**config.mk**
```make
export PLATFORM = sky130hd
export DESIGN_NAME = pc_sequencer
export DESIGN_NICKNAME = d
export VERILOG_FILES = /design/src/rtl/pc_sequencer.sv
export SDC_FILE = /design/constraint.sdc
export NUM_CORES = 1
export LEC_CHECK = 0
export CELL_PAD_IN_SITES_DETAIL_PLACEMENT = 2
export CELL_PAD_IN_SITES_GLOBAL_PLACEMENT = 2
export CORE_ASPECT_RATIO = 0.75
export CORE_UTILIZATION = 30
export CTS_CLUSTER_SIZE = 24
export DETAILED_ROUTE_END_ITERATION = 7
export GPL_TIMING_DRIVEN = 0
export PLACE_DENSITY_LB_ADDON = 0.1
export SYNTH_ARGS = -nofsm -noshare
export SYNTH_HDL_FRONTEND = slang
export SYNTH_SLANG_ARGS = --single-unit
```
**constraint.sdc**
```tcl
create_clock -name clk_i -period 9.5 [get_ports clk_i]
set_input_delay 1.9 -clock clk_i [delete_from_list [all_inputs] [get_ports clk_i]]
set_output_delay 1.9 -clock clk_i [all_outputs]
set_load 0.02 [all_outputs]
```
**src/rtl/pc_sequencer.sv**
```systemverilog
// Fetch-stage program-counter sequencer: sequential/branch/jump/return/trap
// address selection, circular return-address stack, alignment and trap capture.
module pc_sequencer #(
  parameter int unsigned          AddrSize    = 32,
  parameter int unsigned          PcIncr      = 4,
  parameter logic [AddrSize-1:0]  ResetVector = '0,
  parameter logic [AddrSize-1:0]  TrapVector  = AddrSize'(32'h0000_0100),
  parameter int unsigned          RasDepth    = 4
) (
  input  logic                clk_i,
  input  logic                rst_i,
  input  logic                latch_i,
  input  logic [1:0]          sel_i,
  input  logic [AddrSize-1:0] offset_i,
  input  logic [AddrSize-1:0] target_i,
  input  logic                push_i,
  input  logic                pop_i,
  output logic [AddrSize-1:0] pc_o,
  output logic [AddrSize-1:0] next_pc_o,
  output logic [AddrSize-1:0] epc_o,
  output logic [1:0]          cause_o,
  output logic                trap_o,
  output logic                ras_empty_o,
  output logic                ras_full_o
);

  localparam int unsigned PtrW = $clog2(RasDepth);
  localparam int unsigned CntW = $clog2(RasDepth + 1);
  localparam logic [AddrSize-1:0] AlignMask = AddrSize'(PcIncr - 1);
  localparam logic [AddrSize-1:0] IncrVal   = AddrSize'(PcIncr);
  localparam logic [CntW-1:0]     CntMax    = CntW'(RasDepth);

  localparam logic [1:0] SelSeq  = 2'b00;
  localparam logic [1:0] SelRel  = 2'b01;
  localparam logic [1:0] SelJump = 2'b10;
  localparam logic [1:0] SelTrap = 2'b11;

  logic [AddrSize-1:0] pc_q, pc_d, epc_q, epc_d;
  logic [1:0]          cause_q, cause_d;
  logic                trap_q, trap_d;
  logic [PtrW-1:0]     ptr_q, ptr_d;
  logic [CntW-1:0]     cnt_q, cnt_d;
  logic [AddrSize-1:0] ras_q [RasDepth];

  logic [PtrW-1:0]     top_idx;
  logic [AddrSize-1:0] ras_top, pc_inc, cand;
  logic                take_trap, checked;
  logic [1:0]          trap_cause;
  logic                ras_we;
  logic [PtrW-1:0]     ras_widx;

  assign ras_empty_o = (cnt_q == '0);
  assign ras_full_o  = (cnt_q == CntMax);
  assign top_idx     = ptr_q - PtrW'(1);
  assign ras_top     = ras_q[top_idx];
  assign pc_inc      = pc_q + IncrVal;

  // Address source selection, priority order trap > underflow > pop > rel > jump > seq.
  always_comb begin
    take_trap  = 1'b0;
    trap_cause = 2'b00;
    checked    = 1'b0;
    cand       = pc_inc;
    if (sel_i == SelTrap) begin
      take_trap  = 1'b1;
      trap_cause = 2'b11;
    end else if (pop_i && ras_empty_o) begin
      take_trap  = 1'b1;
      trap_cause = 2'b10;
    end else if (pop_i) begin
      cand    = ras_top;
      checked = 1'b1;
    end else if (sel_i == SelRel) begin
      cand    = pc_q + offset_i;
      checked = 1'b1;
    end else if (sel_i == SelJump) begin
      cand    = {target_i[AddrSize-1:1], 1'b0};
      checked = 1'b1;
    end
    if (checked && ((cand & AlignMask) != '0)) begin
      take_trap  = 1'b1;
      trap_cause = 2'b01;
    end
    next_pc_o = take_trap ? TrapVector : cand;
  end

  always_comb begin
    pc_d     = pc_q;
    epc_d    = epc_q;
    cause_d  = cause_q;
    trap_d   = 1'b0;
    ptr_d    = ptr_q;
    cnt_d    = cnt_q;
    ras_we   = 1'b0;
    ras_widx = ptr_q;
    if (latch_i) begin
      pc_d = next_pc_o;
      if (take_trap) begin
        epc_d   = pc_q;
        cause_d = trap_cause;
        trap_d  = 1'b1;
      end else if (push_i && pop_i) begin
        // Co-routine swap: return to top, replace it with our own return address.
        ras_we   = 1'b1;
        ras_widx = top_idx;
      end else if (push_i) begin
        ras_we = 1'b1;
        ptr_d  = ptr_q + PtrW'(1);
        cnt_d  = ras_full_o ? cnt_q : cnt_q + CntW'(1);
      end else if (pop_i) begin
        ptr_d = top_idx;
        cnt_d = cnt_q - CntW'(1);
      end
    end
  end

  always_ff @(posedge clk_i or posedge rst_i) begin
    if (rst_i) begin
      pc_q    <= ResetVector;
      epc_q   <= '0;
      cause_q <= 2'b00;
      trap_q  <= 1'b0;
      ptr_q   <= '0;
      cnt_q   <= '0;
    end else begin
      pc_q    <= pc_d;
      epc_q   <= epc_d;
      cause_q <= cause_d;
      trap_q  <= trap_d;
      ptr_q   <= ptr_d;
      cnt_q   <= cnt_d;
    end
  end

  // Stack contents are don't-care after reset, so no reset on the storage.
  always_ff @(posedge clk_i) begin
    if (ras_we) begin
      ras_q[ras_widx] <= pc_inc;
    end
  end

  assign pc_o    = pc_q;
  assign epc_o   = epc_q;
  assign cause_o = cause_q;
  assign trap_o  = trap_q;

  logic unused_sel_seq;
  assign unused_sel_seq = ^SelSeq;

endmodule
```
**Yosys cells after proc, flatten, opt, wreduce, memory -nomap -nowiden**

Memories as Yosys holds them, arrays and structs flattened.
Cells that the tools add are included.

- Add/sub/neg operators: 6
- Eq/ne operators: 5
- Mux-type cells: 33
- Bitwise gates (word level): 2
- Reduce and logical (&&, ||, !) cells: 9

Operator list:

| kind | number |
|---|---|
| 2-to-1 mux 32 bit | 6 |
| adder 32 x 3 -> 32 bit (second input constant) | 1 |
| adder 32 bit | 1 |
| nonzero test 32 bit | 1 |
| 2-to-1 mux 1 bit | 16 |
| 2-to-1 mux 2 bit | 8 |
| 2-to-1 mux 3 bit | 3 |
| AND reduction 5 bit | 1 |
| equality test 2 bit (second input constant) | 2 |
| AND reduction 4 bit | 1 |
| adder 3 x 1 -> 3 bit (second input constant) | 1 |
| equality test 3 bit (second input constant) | 1 |
| logical AND 1 bit | 3 |
| zero test 3 bit | 1 |
| subtractor 3 x 1 -> 3 bit (second input constant) | 1 |
| adder 2 x 1 -> 2 bit (second input constant) | 1 |
| equality test 2 x 1 -> 1 bit (second input constant) | 1 |
| inequality test 2 bit (second input constant) | 1 |
| NOT 1 bit | 2 |
| AND reduction 2 bit | 1 |
| nonzero test 2 bit | 1 |
| subtractor 2 x 1 -> 2 bit (second input constant) | 1 |

- Bits in registers: 72
- Bits in writable memories: 128
- Input bits: 71
- Output and inout port bits: 101
- Memories: 1

Memories:

| name | depth | width | rd ports | clocked after Yosys merged registers in | write ports | RTL line | RTL |
|---|---|---|---|---|---|---|---|
| ras_q | 4 | 32 | 1 | 0 | 1 | 43 | `logic [AddrSize-1:0] ras_q [RasDepth];` |

**Longest topological paths before layout**

- Depth after elaboration: 13
- Mapped depth: 15
- Depth with buffers taken out: 11

**Worst setup path before layout**

Ideal clock, no wire load.

- Path type: input port to output port
- Start: input offset_i[0]
- End: output next_pc_o[30]
- Arrival: 4.609 ns
- Path slack: 2.991 ns
- Stages on the path: 11
- Path buffers: 0
- Cells stage by stage: ha_1 > fa_1 > a21o_1 > a221oi_2 > nor2_2 > nor4_4 > o31ai_1 > a221o_1 > xor2_1 > a211oi_2 > nor3_1

- Word-level cells in the longest chain between the ends: 9

Ends and longest elaborated chain:

| element | RTL line | RTL |
|---|---|---|
| from (decl) | 14 | `input logic [AddrSize-1:0] offset_i,` |
| adder 32 bit * | 74 | `cand = pc_q + offset_i;` |
| 2-to-1 mux 32 bit * | 73 | `end else if (sel_i == SelRel) begin` |
| 2-to-1 mux 32 bit * | 70 | `end else if (pop_i) begin` |
| 2-to-1 mux 32 bit * | 67 | `end else if (pop_i && ras_empty_o) begin` |
| 2-to-1 mux 32 bit * | 64 | `if (sel_i == SelTrap) begin` |
| nonzero test 32 bit | 80 | `if (checked && ((cand & AlignMask) != '0)) begin` |
| logical AND 1 bit | 80 |  |
| 2-to-1 mux 1 bit | 80 |  |
| 2-to-1 mux 32 bit * | 84 | `next_pc_o = take_trap ? TrapVector : cand;` |
| to (decl) | 19 | `output logic [AddrSize-1:0] next_pc_o,` |

Every way passes the cells marked *; elsewhere a longest branch is shown, timed or not.

**Worst setup path in the final report**

- Start: input sel_i[1]
- End: output next_pc_o[13]

- Word-level cells in the longest chain between the ends: 10
- Elaborated cells between the ends (all ways): 18
- Classes of those cells: eq/ne (3); mux (13); reduce/logical (2)

Ends and longest elaborated chain:

| element | RTL line | RTL |
|---|---|---|
| from (decl) | 13 | `input logic [1:0] sel_i,` |
| equality test 2 bit | 76 | `end else if (sel_i == SelJump) begin` |
| 2-to-1 mux 32 bit | 76 |  |
| 2-to-1 mux 32 bit | 73 |  |
| 2-to-1 mux 32 bit | 70 |  |
| 2-to-1 mux 32 bit | 67 |  |
| 2-to-1 mux 32 bit | 64 |  |
| nonzero test 32 bit | 80 |  |
| logical AND 1 bit | 80 |  |
| 2-to-1 mux 1 bit | 80 |  |
| 2-to-1 mux 32 bit * | 84 |  |

Marks and branches as above.

==> flow_summary.toml <==
[outcome]
status = "completed"

[synthesis]
synth.avg_cell_area_um2 = 12.11
muxShareOfSynthArea = 0.1436
post-synth-top-area-cell = "edfxtp_1"
synthArstFlopShare = 0.3600
synth_xor_area_frac = 0.04818
syn_inst = 901
syn-cell-area_um2 = 10910
synth_flop_cell = "edfxtp_1"
synthSimpleGateAreaFrac = 0.1060
synth_edf_count = 128
synth_nets = 1009
ys_top_cells_by_count = "128 x edfxtp_1, 72 x dfrtp_1, 67 x nand2_1"
yosysMostFrequentCell = "edfxtp_1"
synth_compound_area_frac = 0.1116
ys_seq_elements = 200
synth_top_family_by_area = "multiplexers"
yosysWarningCount = 0
synth_adder_area_share = 0.04382
synth_area_leaders = "edfxtp_1 35%, dfrtp_1 17%, mux4_2 6.2%, mux2_2 5.6%, ha_1 4.0%"
ys_seq_area_frac = 0.5175
synth.distinct_cells = 67
yosysTopAreaCellShare = 0.3524

[worst_setup_path]
path_delay_family = "buffers and inverters"
crit_path_start_kind = "primary input"
cp-end-kind = "primary output"
rr_startpoint = "pc_o[0]$_DFFE_PP0P_"
arrival_ps = 6420
critPathLaunch = "sel_i[1]"
reg2reg_depth = 11
crit_path_end = "next_pc_o[13]"
max_stage_delay_ps = 820
worst-path-max-fanout = 10
cp.required_ps = 7600
path_depth = 13
crit_path_cell_trace = "clkdlybuf4s50_1 -> ha_1 -> buf_2 -> mux2i_1 -> nor2_1 -> a21oi_1 -> a211o_1 -> o21ai_1 -> nor2b_1 -> clkbuf_1 -> o21ai_0 -> nor2_1 -> clkdlybuf4s50_1"
crit_type = "primary input to primary output"
worst_path_max_delay_cell = "nor2b_1"
timing.rr.end = "ras_q[3][18]$_DFFE_PP_"
crit_buf_inv = 4
r2r_slack_ps = 4730

[cts]
clock-root-buffer = "clkbuf_16"
post_cts.repair.setup_buffers = 0
clk_latency_ps = 470
clk_pin_slew_ps = 70
clockBufferDepth = 2
cts_htree_levels = 4
hold_buffers = 0
cts_num_sinks = 200
cts_tree = "done"
post_cts_resized = 0
cts_buffers = 17

[sta]
hold_viol = 0
rsz0062_at_grt = "false"
finalMaxSlewViolations = 0
relSlewSlack = 0.1465
setup_viol = 0
finalCritPeriodShare = 0.8757
fmax_mhz = 120.2
final.setup_skew_ps = 9.528
fin_crit_ps = 8319
worst_pin_slew_ps = 1280

[route]
ant_nets = 0
drc_errors = 0
vias_per_cell = 5.394
wl_mm = 42.85
dr.first_iter.drc_count = 562
num_vias = 8512
wl_per_cell_um = 27.15
dr.pass1.iters = 5

[layout]
n_antenna_cell = 0
syn2layout_area_growth_pct = 28.26
drive_above_1_share = 0.1536
final_util = 0.3907
num-fill-cells = 3727
finalNetCount = 1208

[hold_path]
hold_path.class = "flip-flop to flip-flop"

[power_and_ir_drop]
ir_drop_mv = 0.1649
total_power_uw = 4068
pwr_density_cell_nw_per_um2 = 290.7
power_leakage_uw = 0.005205

[placed_design]
port_buffers = 169
dp_hpwl_mm = 31.81
place.gp.congestion = 0.7667

[die]
rows = 60
ios = 172
core_um2 = 35810
die_area_um2 = 37130
start_util = 0.3046
die_x_um = 222.2
die_h_um = 167.1

[grt]
grt_use_total = 0.2366
grt_max_degree = 41
gr-total-overflow = 0
grt_pass1_vias = 9174
antenna_found_initial = 1
grt_pass1_wl_mm = 63.23

[run]
drv_cap = 0
## cells by family after synthesis
logic type | after synthesis
simple gates | 229
flops | 200
compound gates | 186
mux | 112
buf+inv | 77
xor+xnor | 60
fa+ha+maj | 37
## cells in the final DEF (no fill, tap or decap), types with 30 or more instances in the layout
cell,n
mux4_2,30
xnor2_1,45
a21oi_1,56
mux2_2,54
edfxtp_1,128
clkbuf_1,32
ha_1,35
o21ai_0,43
clkdlybuf4s50_1,169
dfrtp_1,72
nand2_1,67
nor2_1,61
## power breakdown
group | total [uW] | switching [uW] | leakage (uW) | internal (uW)
sequential | 1320 | 175 | 0.00210 | 1140
combinational | 1970 | 1150 | 0.00281 | 828
clock | 779 | 364 | 0.000293 | 414
## worst min path at each step
stage,from,to,slack (ps),cells past startpoint
CTS,cnt_q[2]$_DFFE_PP0P_,cnt_q[2]$_DFFE_PP0P_,500,1
global route,cnt_q[2]$_DFFE_PP0P_,cnt_q[2]$_DFFE_PP0P_,510,1
global placement,epc_o[30]$_DFFE_PP0P_,epc_o[30]$_DFFE_PP0P_,470,2
finish,epc_o[2]$_DFFE_PP0P_,epc_o[2]$_DFFE_PP0P_,490,2
floorplan,cnt_q[2]$_DFFE_PP0P_,cnt_q[2]$_DFFE_PP0P_,460,1
detailed placement,epc_o[29]$_DFFE_PP0P_,epc_o[29]$_DFFE_PP0P_,480,2
## final cells by class
cell class,instances,area (um2),share of cell area
well taps,465,581.8,0.04158
repair buffers,180,1859,0.1329
flip-flops and latches,200,5645,0.4035
clock buffers,20,467.9,0.03345
clock inverters,12,136.4,0.009748
multi-input cells,624,4979,0.3558
plain buffers,56,240.2,0.01717
inverters,21,81.33,0.005813
## sequential cells by signal, indices dropped and copies added (netlist names)
register and flops:
trap_o 1, pc_o 32, ras_q 128, cnt_q 3
ptr_q 2, cause_o 2, epc_o 32
## per-stage QoR
stage	hold WS (ps)	setup TNS [ps]	std cells	cell area, um2	worst slack (ps)
floorplan	456.5	0	901	10910	2991
global placement	466.8	-103640	1535	13180	-1108
detailed placement	481.6	0	1546	13390	1229
CTS	496.4	0	1578	13990	1187
global route	511.8	0	1578	13990	968.8
finish	487.2	0	1578	13990	1181
## tightest hold or removal path, cell delays in order, from the launching register on
cell	delay, ps
dfrtp_1	350
nand2_1	50
o21ai_0	60
## metal layers
layer / wire (um) / part of all wire / track usage / up-vias
met5: 18 / 0.00042 / 0 / -
met4: 817 / 0.019 / 0.07035 / 2
met3: 1691 / 0.039 / 0.03895 / 50
met2: 19600 / 0.46 / 0.3702 / 217
met1: 20720 / 0.48 / 0.3359 / 4462
li1: - / - / - / 3781
Power figures use the tool's default switching activity.
